### src/rtl/traffic_ctrl_gen.sv
`default_nettype none
// ============================================================================
// Module   : traffic_ctrl_gen
// Purpose  : Two-road traffic light controller with BCD countdown, pedestrian
//            request and night flashing; macro TRAFFIC_ALL_RED_EN adds AR1/AR2.
// Revision : 1.0 - initial release
// ============================================================================
module traffic_ctrl_gen #(
  parameter int TICK_DIV = 50_000_000,
  parameter int DIGITS   = 2,
  parameter int T_MG     = 60,
  parameter int T_SG     = 20,
  parameter int T_Y      = 4,
  parameter int T_PED    = 5,
  parameter int T_AR     = 2
) (
  input  logic                clk,
  input  logic                rst_n,
  input  logic                side_req,
  input  logic                ped_req,
  input  logic                night_mode,
  output logic [4*DIGITS-1:0] num,
  output logic [5:0]          led,
  output logic [2:0]          state_o
);

  localparam int NW = 4 * DIGITS;
  localparam int DW = $clog2(TICK_DIV);
  localparam logic [DW-1:0] c_div_last = DW'(TICK_DIV - 1);

  typedef enum logic [2:0] {
    S_MG    = 3'd0,
    S_MY    = 3'd1,
    S_AR1   = 3'd2,
    S_SG    = 3'd3,
    S_SY    = 3'd4,
    S_AR2   = 3'd5,
    S_NIGHT = 3'd6
  } state_t;

  function automatic logic [NW-1:0] to_bcd(input int v);
    logic [NW-1:0] r;
    int            t;
    r = '0;
    t = v;
    for (int i = 0; i < DIGITS; i++) begin
      r[4*i +: 4] = 4'(t % 10);
      t = t / 10;
    end
    return r;
  endfunction

  localparam logic [NW-1:0] c_mg  = to_bcd(T_MG);
  localparam logic [NW-1:0] c_sg  = to_bcd(T_SG);
  localparam logic [NW-1:0] c_y   = to_bcd(T_Y);
  localparam logic [NW-1:0] c_ped = to_bcd(T_PED);
  localparam logic [NW-1:0] c_ar  = to_bcd(T_AR);

`ifdef TRAFFIC_ALL_RED_EN
  localparam state_t c_after_my   = S_AR1;
  localparam state_t c_after_sy   = S_AR2;
  localparam state_t c_night_exit = S_AR2;
`else
  localparam state_t c_after_my   = S_SG;
  localparam state_t c_after_sy   = S_MG;
  localparam state_t c_night_exit = S_MG;
`endif

  // Countdown value loaded on entry to a state.
  function automatic logic [NW-1:0] dur(input state_t s);
    case (s)
      S_MG:         return c_mg;
      S_MY, S_SY:   return c_y;
      S_SG:         return c_sg;
      S_AR1, S_AR2: return c_ar;
      default:      return '0;
    endcase
  endfunction

  function automatic logic [NW-1:0] bcd_dec(input logic [NW-1:0] v);
    logic [NW-1:0] r;
    logic          br;
    r  = v;
    br = 1'b1;
    for (int i = 0; i < DIGITS; i++) begin
      if (br) begin
        if (v[4*i +: 4] == 4'd0) begin
          r[4*i +: 4] = 4'd9;
        end else begin
          r[4*i +: 4] = v[4*i +: 4] - 4'd1;
          br          = 1'b0;
        end
      end
    end
    return r;
  endfunction

  state_t        state_q, state_d;
  logic [NW-1:0] num_q, num_d;
  logic [DW-1:0] div_q, div_d;
  logic          ped_q, ped_d;
  logic          blink_q, blink_d;

  logic   tick, ped_pend, num_one, legal, go;
  state_t adv;

  assign tick     = (div_q == c_div_last);
  assign ped_pend = ped_q | ped_req;
  assign num_one  = (num_q == NW'(1));

  always_comb begin
    case (state_q)
      S_MG, S_MY, S_SG, S_SY, S_NIGHT: legal = 1'b1;
`ifdef TRAFFIC_ALL_RED_EN
      S_AR1, S_AR2:                    legal = 1'b1;
`endif
      default:                         legal = 1'b0;
    endcase
  end

  always_comb begin
    div_d   = tick ? '0 : div_q + 1'b1;
    state_d = state_q;
    num_d   = num_q;
    blink_d = blink_q;
    ped_d   = ped_pend;
    go      = 1'b0;
    adv     = state_q;
    if (!legal) begin
      // Corrupted state code: recover immediately, without waiting for a tick.
      state_d = S_MG;
      num_d   = c_mg;
    end else if (tick) begin
      if (state_q == S_NIGHT) begin
        blink_d = ~blink_q;
        if (!night_mode) begin
          go  = 1'b1;
          adv = c_night_exit;
        end
      end else if (night_mode) begin
        state_d = S_NIGHT;
        num_d   = '0;
      end else begin
        case (state_q)
          S_MG: begin
            if (num_one) begin
              if (side_req || ped_pend) begin
                go  = 1'b1;
                adv = S_MY;
              end else begin
                num_d = c_mg;
              end
            end else if (ped_pend && (num_q > c_ped)) begin
              num_d = c_ped;
            end else begin
              num_d = bcd_dec(num_q);
            end
          end
          S_MY: begin
            if (num_one) begin
              go  = 1'b1;
              adv = c_after_my;
            end else begin
              num_d = bcd_dec(num_q);
            end
          end
          S_SG: begin
            if (!side_req || num_one) begin
              go  = 1'b1;
              adv = S_SY;
            end else begin
              num_d = bcd_dec(num_q);
            end
          end
          S_SY: begin
            if (num_one) begin
              go  = 1'b1;
              adv = c_after_sy;
            end else begin
              num_d = bcd_dec(num_q);
            end
          end
`ifdef TRAFFIC_ALL_RED_EN
          S_AR1: begin
            if (num_one) begin
              go  = 1'b1;
              adv = S_SG;
            end else begin
              num_d = bcd_dec(num_q);
            end
          end
          S_AR2: begin
            if (num_one) begin
              go  = 1'b1;
              adv = S_MG;
            end else begin
              num_d = bcd_dec(num_q);
            end
          end
`endif
          default: ;
        endcase
      end
      if (go) begin
        state_d = adv;
        num_d   = dur(adv);
        if (adv == S_MY) ped_d = 1'b0;
      end
    end
  end

  always_ff @(posedge clk or negedge rst_n) begin
    if (!rst_n) begin
      state_q <= S_MG;
      num_q   <= c_mg;
      div_q   <= '0;
      ped_q   <= 1'b0;
      blink_q <= 1'b0;
    end else begin
      state_q <= state_d;
      num_q   <= num_d;
      div_q   <= div_d;
      ped_q   <= ped_d;
      blink_q <= blink_d;
    end
  end

  always_comb begin
    led = 6'b100100;
    case (state_q)
      S_MG:         led = 6'b001100;
      S_MY:         led = 6'b010100;
      S_SG:         led = 6'b100001;
      S_SY:         led = 6'b100010;
      S_AR1, S_AR2: led = 6'b100100;
      S_NIGHT:      led = blink_q ? 6'b010010 : 6'b000000;
      default:      led = 6'b100100;
    endcase
  end

  assign num     = num_q;
  assign state_o = state_q;

endmodule
`default_nettype wire

### config.mk
export PLATFORM = sky130hd
export DESIGN_NAME = traffic_ctrl_gen
export DESIGN_NICKNAME = d
export VERILOG_FILES = /design/src/rtl/traffic_ctrl_gen.sv
export SDC_FILE = /design/constraint.sdc
export NUM_CORES = 1
export LEC_CHECK = 0
export ABC_AREA = 1
export BUFFER_PORTS_ARGS = -buffer_cell sky130_fd_sc_hd__buf_2
export CORE_UTILIZATION = 50
export CTS_CLUSTER_DIAMETER = 100
export CTS_CLUSTER_SIZE = 8
export DETAILED_ROUTE_END_ITERATION = 10
export PLACE_DENSITY = 0.79
export SYNTH_ARGS = -nofsm -noshare
export SYNTH_HDL_FRONTEND = slang
export SYNTH_SLANG_ARGS = --single-unit
### constraint.sdc
create_clock -name clk -period 2.4 [get_ports clk]
set_input_delay 0.12 -clock clk [delete_from_list [all_inputs] [get_ports clk]]
set_output_delay 0.12 -clock clk [all_outputs]
set_load 0.01 [all_outputs]
Yosys cells after proc, flatten, opt, wreduce, memory -nomap -nowiden
Cells that the tools add are included.
{"block": "word_totals", "register_bits": 39, "in_bits": 5, "out_inout_bits": 17, "wordCells": 129}
{"block": "classes", "add_sub_neg": 3, "magnitude_cmp": 1, "n_eq_ne": 23, "muxes": 78, "n_bitwise": 2, "reduce_logical": 16}
{"cell": "2-to-1 mux 8 bit", "count": 11}
{"cell": "2-to-1 mux 3 bit", "count": 15}
{"cell": "2-to-1 mux 1 bit", "count": 39}
{"cell": "case mux 8 bit (4 select lines)", "count": 1}
{"cell": "!= test 5 bit, second input constant", "count": 6}
{"cell": "case mux 6 bit (5 select lines)", "count": 1}
{"cell": "case mux 7 bit (4 select lines)", "count": 1}
{"cell": "adder 26 x 1 -> 26 bit, second input constant", "count": 1}
{"cell": "equality test 26 bit, second input constant", "count": 1}
{"cell": "2-to-1 mux 26 bit", "count": 1}
{"cell": "2-to-1 mux 4 bit", "count": 6}
{"cell": "equality test 3 bit, second input constant", "count": 4}
{"cell": "case mux 3 bit (4 select lines)", "count": 1}
{"cell": "AND reduction 11 bit", "count": 1}
{"cell": "equality test 3 x 2 -> 1 bit, second input constant", "count": 3}
{"cell": "equality test 8 x 1 -> 1 bit, second input constant", "count": 1}
{"cell": "> comparator 8 x 3 -> 1 bit, second input constant", "count": 1}
{"cell": "zero test 4 bit", "count": 2}
{"cell": "subtractor 4 x 1 -> 4 bit, second input constant", "count": 2}
{"cell": "!= test 7 x 2 -> 1 bit, second input constant", "count": 1}
{"cell": "!= test 7 bit, second input constant", "count": 1}
{"cell": "AND reduction 7 bit", "count": 1}
{"cell": "equality test 3 x 1 -> 1 bit, second input constant", "count": 2}
{"cell": "zero test 3 bit", "count": 2}
{"cell": "13 further kinds", "count": 18}

Longest topological paths before layout
Gate-level depths: netlist (run 1).
{"block": "logic_depth", "word_depth": 18, "mapped_depth": 16, "ltp_nobuf": 16}

Worst setup path before layout (run 1)
No wires, ideal clock.
{"block": "synth_timing", "path_kind": "reg2reg", "startpoint": "reg num_q[5] (netlist: num[5])", "endpoint": "reg num_q[5] (netlist: num[5])", "setup_ps": 72, "arrival_time_ps": 1779, "required_ps": 2328, "setup_slack_ps": 549, "stages_incl_launch_ff": 17, "path_buffers": 0, "period_less_slack_ps": 1851, "cell_sequence": "dfstp_2 -> inv_1 -> ha_1 -> nand2_1 -> nor2_1 -> nand2_1 -> nand2_1 -> nand2_1 -> nand2_2 -> nor2_4 -> nand2_2 -> nand2_2 -> nand2_4 -> inv_2 -> nand2_1 -> nand2_1 -> inv_1"}
{"block": "synth_between", "elab_chain_len": 14, "word_cells_on_any_way": 59, "cone_classes": "add/sub (1); order compare (1); eq/ne (16); mux (34); reduce/logical (7)"}
{"element": "start, declared", "line_no": "99", "source": "logic [NW-1:0] num_q, num_d;"}
{"element": "start signal, assigned", "line_no": "215", "source": "num_q <= c_mg;"}
{"element": "start signal, assigned", "line_no": "221", "source": "num_q <= num_d;"}
{"element": "equality test 8 x 1 -> 1 bit", "line_no": "109", "source": "assign num_one = (num_q == NW'(1));"}
{"element": "logical OR 1 bit", "line_no": "168", "source": "if (!side_req || num_one) begin"}
{"element": "2-to-1 mux 3 bit", "line_no": "168"}
{"element": "case mux 3 bit (4 select lines)", "line_no": "144", "source": "case (state_q)"}
{"element": "2-to-1 mux 3 bit", "line_no": "140", "source": "end else if (night_mode) begin"}
{"element": "2-to-1 mux 3 bit", "line_no": "134", "source": "if (state_q == S_NIGHT) begin"}
{"element": "2-to-1 mux 3 bit", "line_no": "133", "source": "end else if (tick) begin"}
{"element": "2-to-1 mux 3 bit", "line_no": "129", "source": "if (!legal) begin"}
{"element": "equality test 3 x 2 -> 1 bit (tied with other cells)", "line_no": "71", "source": "case (s)"}
{"element": "OR reduction 2 bit", "line_no": "71"}
{"element": "case mux 7 bit (4 select lines)", "line_no": "71"}
{"element": "2-to-1 mux 8 bit", "line_no": "204", "source": "if (go) begin"}
{"element": "2-to-1 mux 8 bit", "line_no": "133"}
{"element": "2-to-1 mux 8 bit", "line_no": "129"}
Several ways; a longest one is shown, not always the timed one. The select of a mux whose other input is x is not followed.
A chain may end at the register's enable or synchronous reset.

Final worst setup path (run 1)
{"block": "layout_timing", "startpoint": "reg num_q[4] (netlist: num[4])", "endpoint": "reg state_q[1] (netlist: state_o[1])"}
{"block": "layout_between", "elab_chain_len": 11, "word_cells_on_any_way": 25, "cone_classes": "eq/ne (3); mux (20); reduce/logical (2)"}
{"element": "equality test 8 x 1 -> 1 bit *", "line_no": "109"}
{"element": "logical OR 1 bit", "line_no": "168"}
{"element": "2-to-1 mux 3 bit or 2-to-1 mux 1 bit (tied branches)", "line_no": "168"}
{"element": "case mux 3 bit (4 select lines) or case mux 1 bit (3 select lines) (tied branches)", "line_no": "144"}
{"element": "2-to-1 mux 3 bit or 2-to-1 mux 1 bit (tied branches)", "line_no": "140"}
{"element": "2-to-1 mux 3 bit or 2-to-1 mux 1 bit (tied branches)", "line_no": "134"}
{"element": "2-to-1 mux 3 bit or 2-to-1 mux 1 bit (tied branches)", "line_no": "133"}
{"element": "2-to-1 mux 3 bit or 2-to-1 mux 1 bit (tied branches)", "line_no": "129"}
{"element": "2-to-1 mux 3 bit", "line_no": "204"}
{"element": "2-to-1 mux 3 bit", "line_no": "133"}
{"element": "2-to-1 mux 3 bit", "line_no": "129"}
{"element": "end signal, assigned", "line_no": "220", "source": "state_q <= state_d;"}
{"element": "end, declared", "line_no": "98", "source": "state_t state_q, state_d;"}
Mark *: on every way between the ends. The rest lies on a longest branch, timed or not. The select of a mux whose other input is x is not followed.

==> results of run 1 <==
[cell families (layout without fill, tap and decap cells)]
family	count (synthesis)	after routing	synth area share, %
AND/OR/NAND/NOR	209	209	36.5
buffers and inverters	61	91	8.82
AO/OA/AOI/OAI	50	50	11.2
flip-flops	39	39	37.7
XOR/XNOR	10	10	3.38
adder cells (fa/ha/maj)	5	5	2.41
[registers in the layout (all words and copies together) (netlist names)]
register  flops
div_q        26
num           8
blink_q       1
state_o       3
ped_q         1
[power by group]
group / leakage, nW / internal [mW] / switching [mW]
sequential: 0.518 / 0.660 / 0.00179
combinational: 0.865 / 0.0156 / 0.0373
clock: 0.0515 / 0.262 / 0.224
total: 1.44 / 0.938 / 0.263
[final cells by class]
cell class | count | area [um^2]
inverters | 60 | 225
multi-input cells | 274 | 1390
repair buffers | 23 | 123
fillers | 453 | 1950
well taps | 67 | 83.8
clock buffers | 8 | 100
flip-flops and latches | 39 | 978
[critical path: cells and delay by family, from the launching register on]
kind / cells / cell delay [ns]
AOI/OAI and AO/OA: 1 / 0.13
adders and majority gates: 1 / 0.21
buffers and inverters: 2 / 0.21
DFF: 1 / 0.41
and+or+nand+nor: 10 / 1.05
[what timing repair did]
item	in CTS	in global routing
hold buffers	1	0
endpoints found under the hold margin	37	0
endpoints found under the setup margin	0	0
[how the worst min path moves through the flow]
stage | start | endpoint | cells after the start
2_1_floorplan | rst_n | blink_q | 0
3_3_place_gp | rst_n | num[0] | 1
3_5_place_dp | rst_n | num[3] | 1
4_1_cts | ped_req | ped_q | 3
5_1_grt | ped_req | ped_q | 3
6_report | ped_req | ped_q | 3
[synthesized netlist by cell type]
master and count:
o21ai_1 6, nor4_1 12, xnor2_1 2, dfstp_2 2, inv_2 7, o221a_2 1
a21oi_1 21, nand2_2 6, xor2_1 8, a31oi_1 3, nor2_4 2, o21ai_2 2
clkbuf_1 1, nor2_1 57, nand3_2 3, o21bai_4 1, nor3_2 1, nand2_1 84
a21oi_2 1, nor2_2 5, o21ai_0 10, nand4_1 7, o22ai_1 5, ha_1 5
dfrtp_1 37, nand3_1 25, nand2_4 1, nor3_1 6, inv_1 53
[stage by stage]
| stage | std cells | util (%) | cell area [um^2] | hold slack [ns] | power [mW] |
|---|---|---|---|---|---|
| final | 471 | 59.8 | 2900 | 0.0814 | 1.20 |
| after detailed placement | 462 | 57.5 | 2790 | 0.280 | 0.726 |
| after CTS | 471 | 59.8 | 2900 | 0.0737 | 1.21 |
| after global routing | 471 | 59.8 | 2900 | 0.106 | 1.24 |
| after floorplan | 374 | - | 2590 | -0.176 | 0.702 |
| after global placement | 462 | 57.5 | 2790 | 0.277 | 0.726 |
[layer usage]
layer,global-route usage (%),routed length [um],vias to the layer above
met5,0,0,-
met4,11.3,146,0
met3,4.61,295,14
met2,38.0,2750,90
met1,31.3,2750,1145
li1,-,-,1273
==> flow_summary_export.csv, run 1 <==
group,metric,value,unit
yosys,syn-num-nets,384,
worst_setup_path,cp_common_cell,"nand2_1",
layout,diodes,0,
clocking,cts.clk_slew.worst_paths,0.08,ns
power,power_leakage,1.44,nW
floorplan,ioPinCount,22,
drt,drt_iter0_markers,180,
clocking,cts_setup_buffers,0,
placed_design,dp_hpwl,4620,um
drt,wl_per_cell,12.6,um
timing,clock_skew,0.0157,ns
yosys,synth-seq-cells,39,
clocking,cts-root-buf,"clkbuf_8",
status,status,"finished clean",
yosys,syn-cell-area,2590,um^2
yosys,ys_types,29,
clocking,cts_tree,"yes",
drt,dr.pass1.iters,5,
power,ir_drop,0.264,mV
timing,rsz0062_at_grt,"false",
timing,setup_ws,0.300,ns
timing,tns,0,ns
clocking,clockBufferDepth,2,
flow_run,maxCapViolations,0,
yosys,synth.top_cell.area_share,35.7,%
worst_setup_path,crit_chain,"inv_1, ha_1, nand2_1, nor2_1, nand2_1, nand2_1, nand2_1, nand2_2, nor2_4, nand2_2, nand2_2, inv_2, nand2_1, o22ai_1",
layout,area_growth,11.7,%
clocking,numCtsBuffers,5,
yosys,yosysWarnings,0,
timing,finalCriticalPeriod,2.10,ns
worst_setup_path,cp-start-kind,"flip-flop",
drt,antenna_left,0,
power,p_per_area,414,nW/um^2
worst_setup_path,rrSetupSlack,0.30,ns
yosys,ys_top_cells_by_area,"dfrtp_1 (36%), nand2_1 (12%), nor2_1 (8.2%)",
floorplan,die_w,74.0,um
grt,grt_use_total,23.8,%
timing,worst_pin_slew,0.849,ns
floorplan,dieArea,5480,um^2
drt,vias,2522,
grt,grt_max_degree,40,
timing,finalSetupViolCount,0,
worst_setup_path,crit_end,"state_o[1]",
grt,grt_first_pass_wirelength,9950,um
floorplan,fp-row-count,25,
yosys,syn_area_per_cell,6.94,um^2
placed_design,io_buffers,21,
grt,grt_pass1_vias,2277,
clocking,cts_sinks,39,
placed_design,routabilityCongestion,0.987,
yosys,synth_largest_area_cell,"dfrtp_1",
yosys,syn-instance-count,374,
clocking,cts-htree-levels,2,
clocking,clkLatencyLatePin,0.30,ns
min_path,hp-class,"in -> reg",
worst_setup_path,r2r-start,"num[4]",
worst_setup_path,crit_fanout,5,
floorplan,die_h,74.0,um
worst_setup_path,reg2regPathDepth,14,
grt,overflow,0,
worst_setup_path,slowest_delay,0.41,ns
placed_design,pre_cts_ws,0.359,ns
timing,hold_viol,0,
worst_setup_path,r2r-end,"state_o[1]",
layout,layout.cells.most_common,"nand2_1",
layout,drive_gt1_share,15.1,%
layout,mostFrequentLayoutCells,"nand2_1 (84), nor2_1 (57), inv_1 (53), dfrtp_1 (37), nand3_1 (25)",
worst_setup_path,crit_start,"num[4]",
timing,finalMaxSlewViolations,0,
yosys,synth-seq-area-share,37.7,%
layout,fin_nets,413,
timing,timing.fmax,476,MHz
drt,routed_wl,5940,um
clocking,cts_resized,0,
worst_setup_path,cp.arrival,2.31,ns
worst_setup_path,crit_required,2.61,ns
timing,slew_headroom,43.4,%
worst_setup_path,worstSetupEndpointType,"flip-flop",
timing,timing.final.crit_share,87.5,%
drt,drc_errors,0,
grt,antenna_found_initial,0,
floorplan,initial_core_util,53.5,%
worst_setup_path,path_class,"reg -> reg",
floorplan,fp.coreArea,4850,um^2
worst_setup_path,cp_slowest_cell,"dfrtp_1",
drt,viasPerCell,5.35,
No activity file was read; power rests on OpenSTA's default activity.
==> run 2: changes to the inputs <==
BUFFER_PORTS_ARGS = default   (was -buffer_cell sky130_fd_sc_hd__buf_2)
DONT_BUFFER_PORTS = 1   (was default)
PLACE_DENSITY = 0.75   (was 0.79)
==> run 2 against run 1 <==
  * Cell count fell by 4.0%
  * Critical path depth decreased by 1
  * Design area fell by 2.0%
  * Utilization down 1.2 points
  * Fmax is 0.56% lower
  * Total power up 6.6%
  * Critical path type unchanged
  * Critical endpoint is now num[5]
  * Largest power group unchanged
==> flow_summary_export.csv, run 2 (same netlist as run 1, synthesis figures left out) <==
group,metric,value,unit
status,status,"finished clean",
floorplan,fp-row-count,25,
worst_setup_path,cp.arrival,2.35,ns
drt,wl_per_cell,13.3,um
floorplan,ioPinCount,22,
timing,clock_skew,0.00911,ns
layout,final_cells,452,
layout,mostFrequentLayoutCells,"nand2_1 (84), nor2_1 (57), inv_1 (53), dfrtp_1 (37), nand3_1 (25)",
power,power.total,1.28,mW
worst_setup_path,r2r-end,"num[5]",
floorplan,die_w,74.0,um
worst_setup_path,crit_required,2.64,ns
timing,hold_viol,0,
clocking,clockBufferDepth,2,
worst_setup_path,path_class,"reg -> reg",
worst_setup_path,worst-path-buf-inv,2,
layout,diodes,0,
clocking,cts_resized,0,
drt,viasPerCell,5.46,
layout,layout.cells.most_common,"nand2_1",
layout,fin_nets,394,
drt,drc_errors,0,
floorplan,fp.coreArea,4850,um^2
clocking,clkLatencyLatePin,0.30,ns
grt,antenna_found_initial,0,
drt,dr.pass1.iters,4,
timing,finalMaxSlewViolations,0,
flow_run,maxCapViolations,0,
layout,largest_reg_flops,26,
floorplan,die_h,74.0,um
timing,setup_ws,0.288,ns
grt,grt_first_pass_wirelength,9920,um
worst_setup_path,cp-start-kind,"flip-flop",
power,power_leakage,1.35,nW
min_path,min_to,"num[1]",
layout,area_growth,9.40,%
timing,worst_pin_slew,0.411,ns
min_path,min_from,"night_mode",
worst_setup_path,crit_start,"num[4]",
min_path,hp-class,"in -> reg",
worst_setup_path,crit_chain,"inv_1, ha_1, nand2_1, nor2_1, nand2_1, nand2_1, nand2_1, a21oi_1, nor2_2, nand2_1, nand3_1, nand2_1, inv_1",
drt,routed_wl,6000,um
worst_setup_path,cp_top_family,"simple AND/OR/NAND/NOR gates",
worst_setup_path,r2r-start,"num[4]",
placed_design,pre_cts_ws,0.330,ns
placed_design,routabilityCongestion,1.01,
timing,timing.fmax,474,MHz
grt,overflow,0,
clocking,cts-root-buf,"clkbuf_8",
clocking,cts_tree,"yes",
grt,grt_pass1_vias,2275,
floorplan,initial_core_util,53.5,%
clocking,cts-htree-levels,2,
worst_setup_path,cp_common_cell,"nand2_1",
worst_setup_path,worstSetupEndpointType,"flip-flop",
clocking,cts.clk_slew.worst_paths,0.08,ns
worst_setup_path,crit_fanout,4,
floorplan,dieArea,5480,um^2
power,ir_drop,0.312,mV
placed_design,io_buffers,0,
clocking,numCtsBuffers,5,
power,p_per_area,451,nW/um^2
timing,finalSetupViolCount,0,
drt,drt_iter0_markers,165,
timing,rsz0062_at_grt,"false",
worst_setup_path,reg2regPathDepth,13,
worst_setup_path,slowest_delay,0.45,ns
timing,timing.final.crit_share,88.0,%
timing,finalCriticalPeriod,2.11,ns
clocking,cts_sinks,39,
grt,grt_max_degree,40,
timing,tns,0,ns
placed_design,dp_hpwl,4620,um
grt,grt_use_total,23.7,%
min_path,min_path_cells,3,
drt,antenna_left,0,
timing,slew_headroom,72.3,%
placed_design,placed_cells,441,
worst_setup_path,cp.depth,13,
layout,drive_gt1_share,10.9,%
worst_setup_path,rrSetupSlack,0.29,ns
drt,vias,2466,
layout,top_register,"div_q",
worst_setup_path,cp_slowest_cell,"dfrtp_1",
## run 2: report_power, final
part	switching [mW]	internal, mW
logic	0.0326	0.0168
clock network	0.253	0.315
registers	0.00319	0.660
total	0.289	0.992
## run 2: worst max path at each step
stage | end
after floorplan | num[5]
after global placement | num[5]
after detailed placement | num[2]
after CTS | num[5]
after global routing | num[5]
final | num[5]
## run 2: cell type report
cell class | count | area (um^2)
clock buffers | 5 | 68.8
clock inverters | 3 | 47.5
fillers | 451 | 2010
inverters | 60 | 225
multi-input cells | 274 | 1390
flip-flops and latches | 39 | 978
well taps | 67 | 83.8
repair buffers | 4 | 47.5
## run 2: tightest hold or removal path, delay by kind of cell
kind	cells	cell delay (ns)
compound gates	1	0.08
simple gates	2	0.09
## run 2: what timing repair did
| item | in CTS | in global routing |
|---|---|---|
| hold buffers | 3 | 0 |
| buffers inserted | 0 | 0 |
| endpoints found under the hold margin | 40 | 0 |
## run 2: metal layers
| metal | GRT usage (%) | vias to the layer above | share of wire (%) |
|---|---|---|---|
| met5 | 0 | - | 0 |
| met4 | 6.62 | 0 | 1.2 |
| met3 | 5.15 | 9 | 6.2 |
| met2 | 39.6 | 75 | 46 |
| met1 | 31.1 | 1143 | 46 |
| li1 | - | 1239 | - |
## run 2: metrics by stage
step	hold WS [ns]	cell area, um^2	utilization, %
after global routing	0.0461	2840	58.6
after floorplan	-0.176	2590	-
after CTS	0.0317	2840	58.6
after detailed placement	-0.175	2680	55.3
after global placement	-0.175	2680	55.3
final	0.0390	2840	58.6
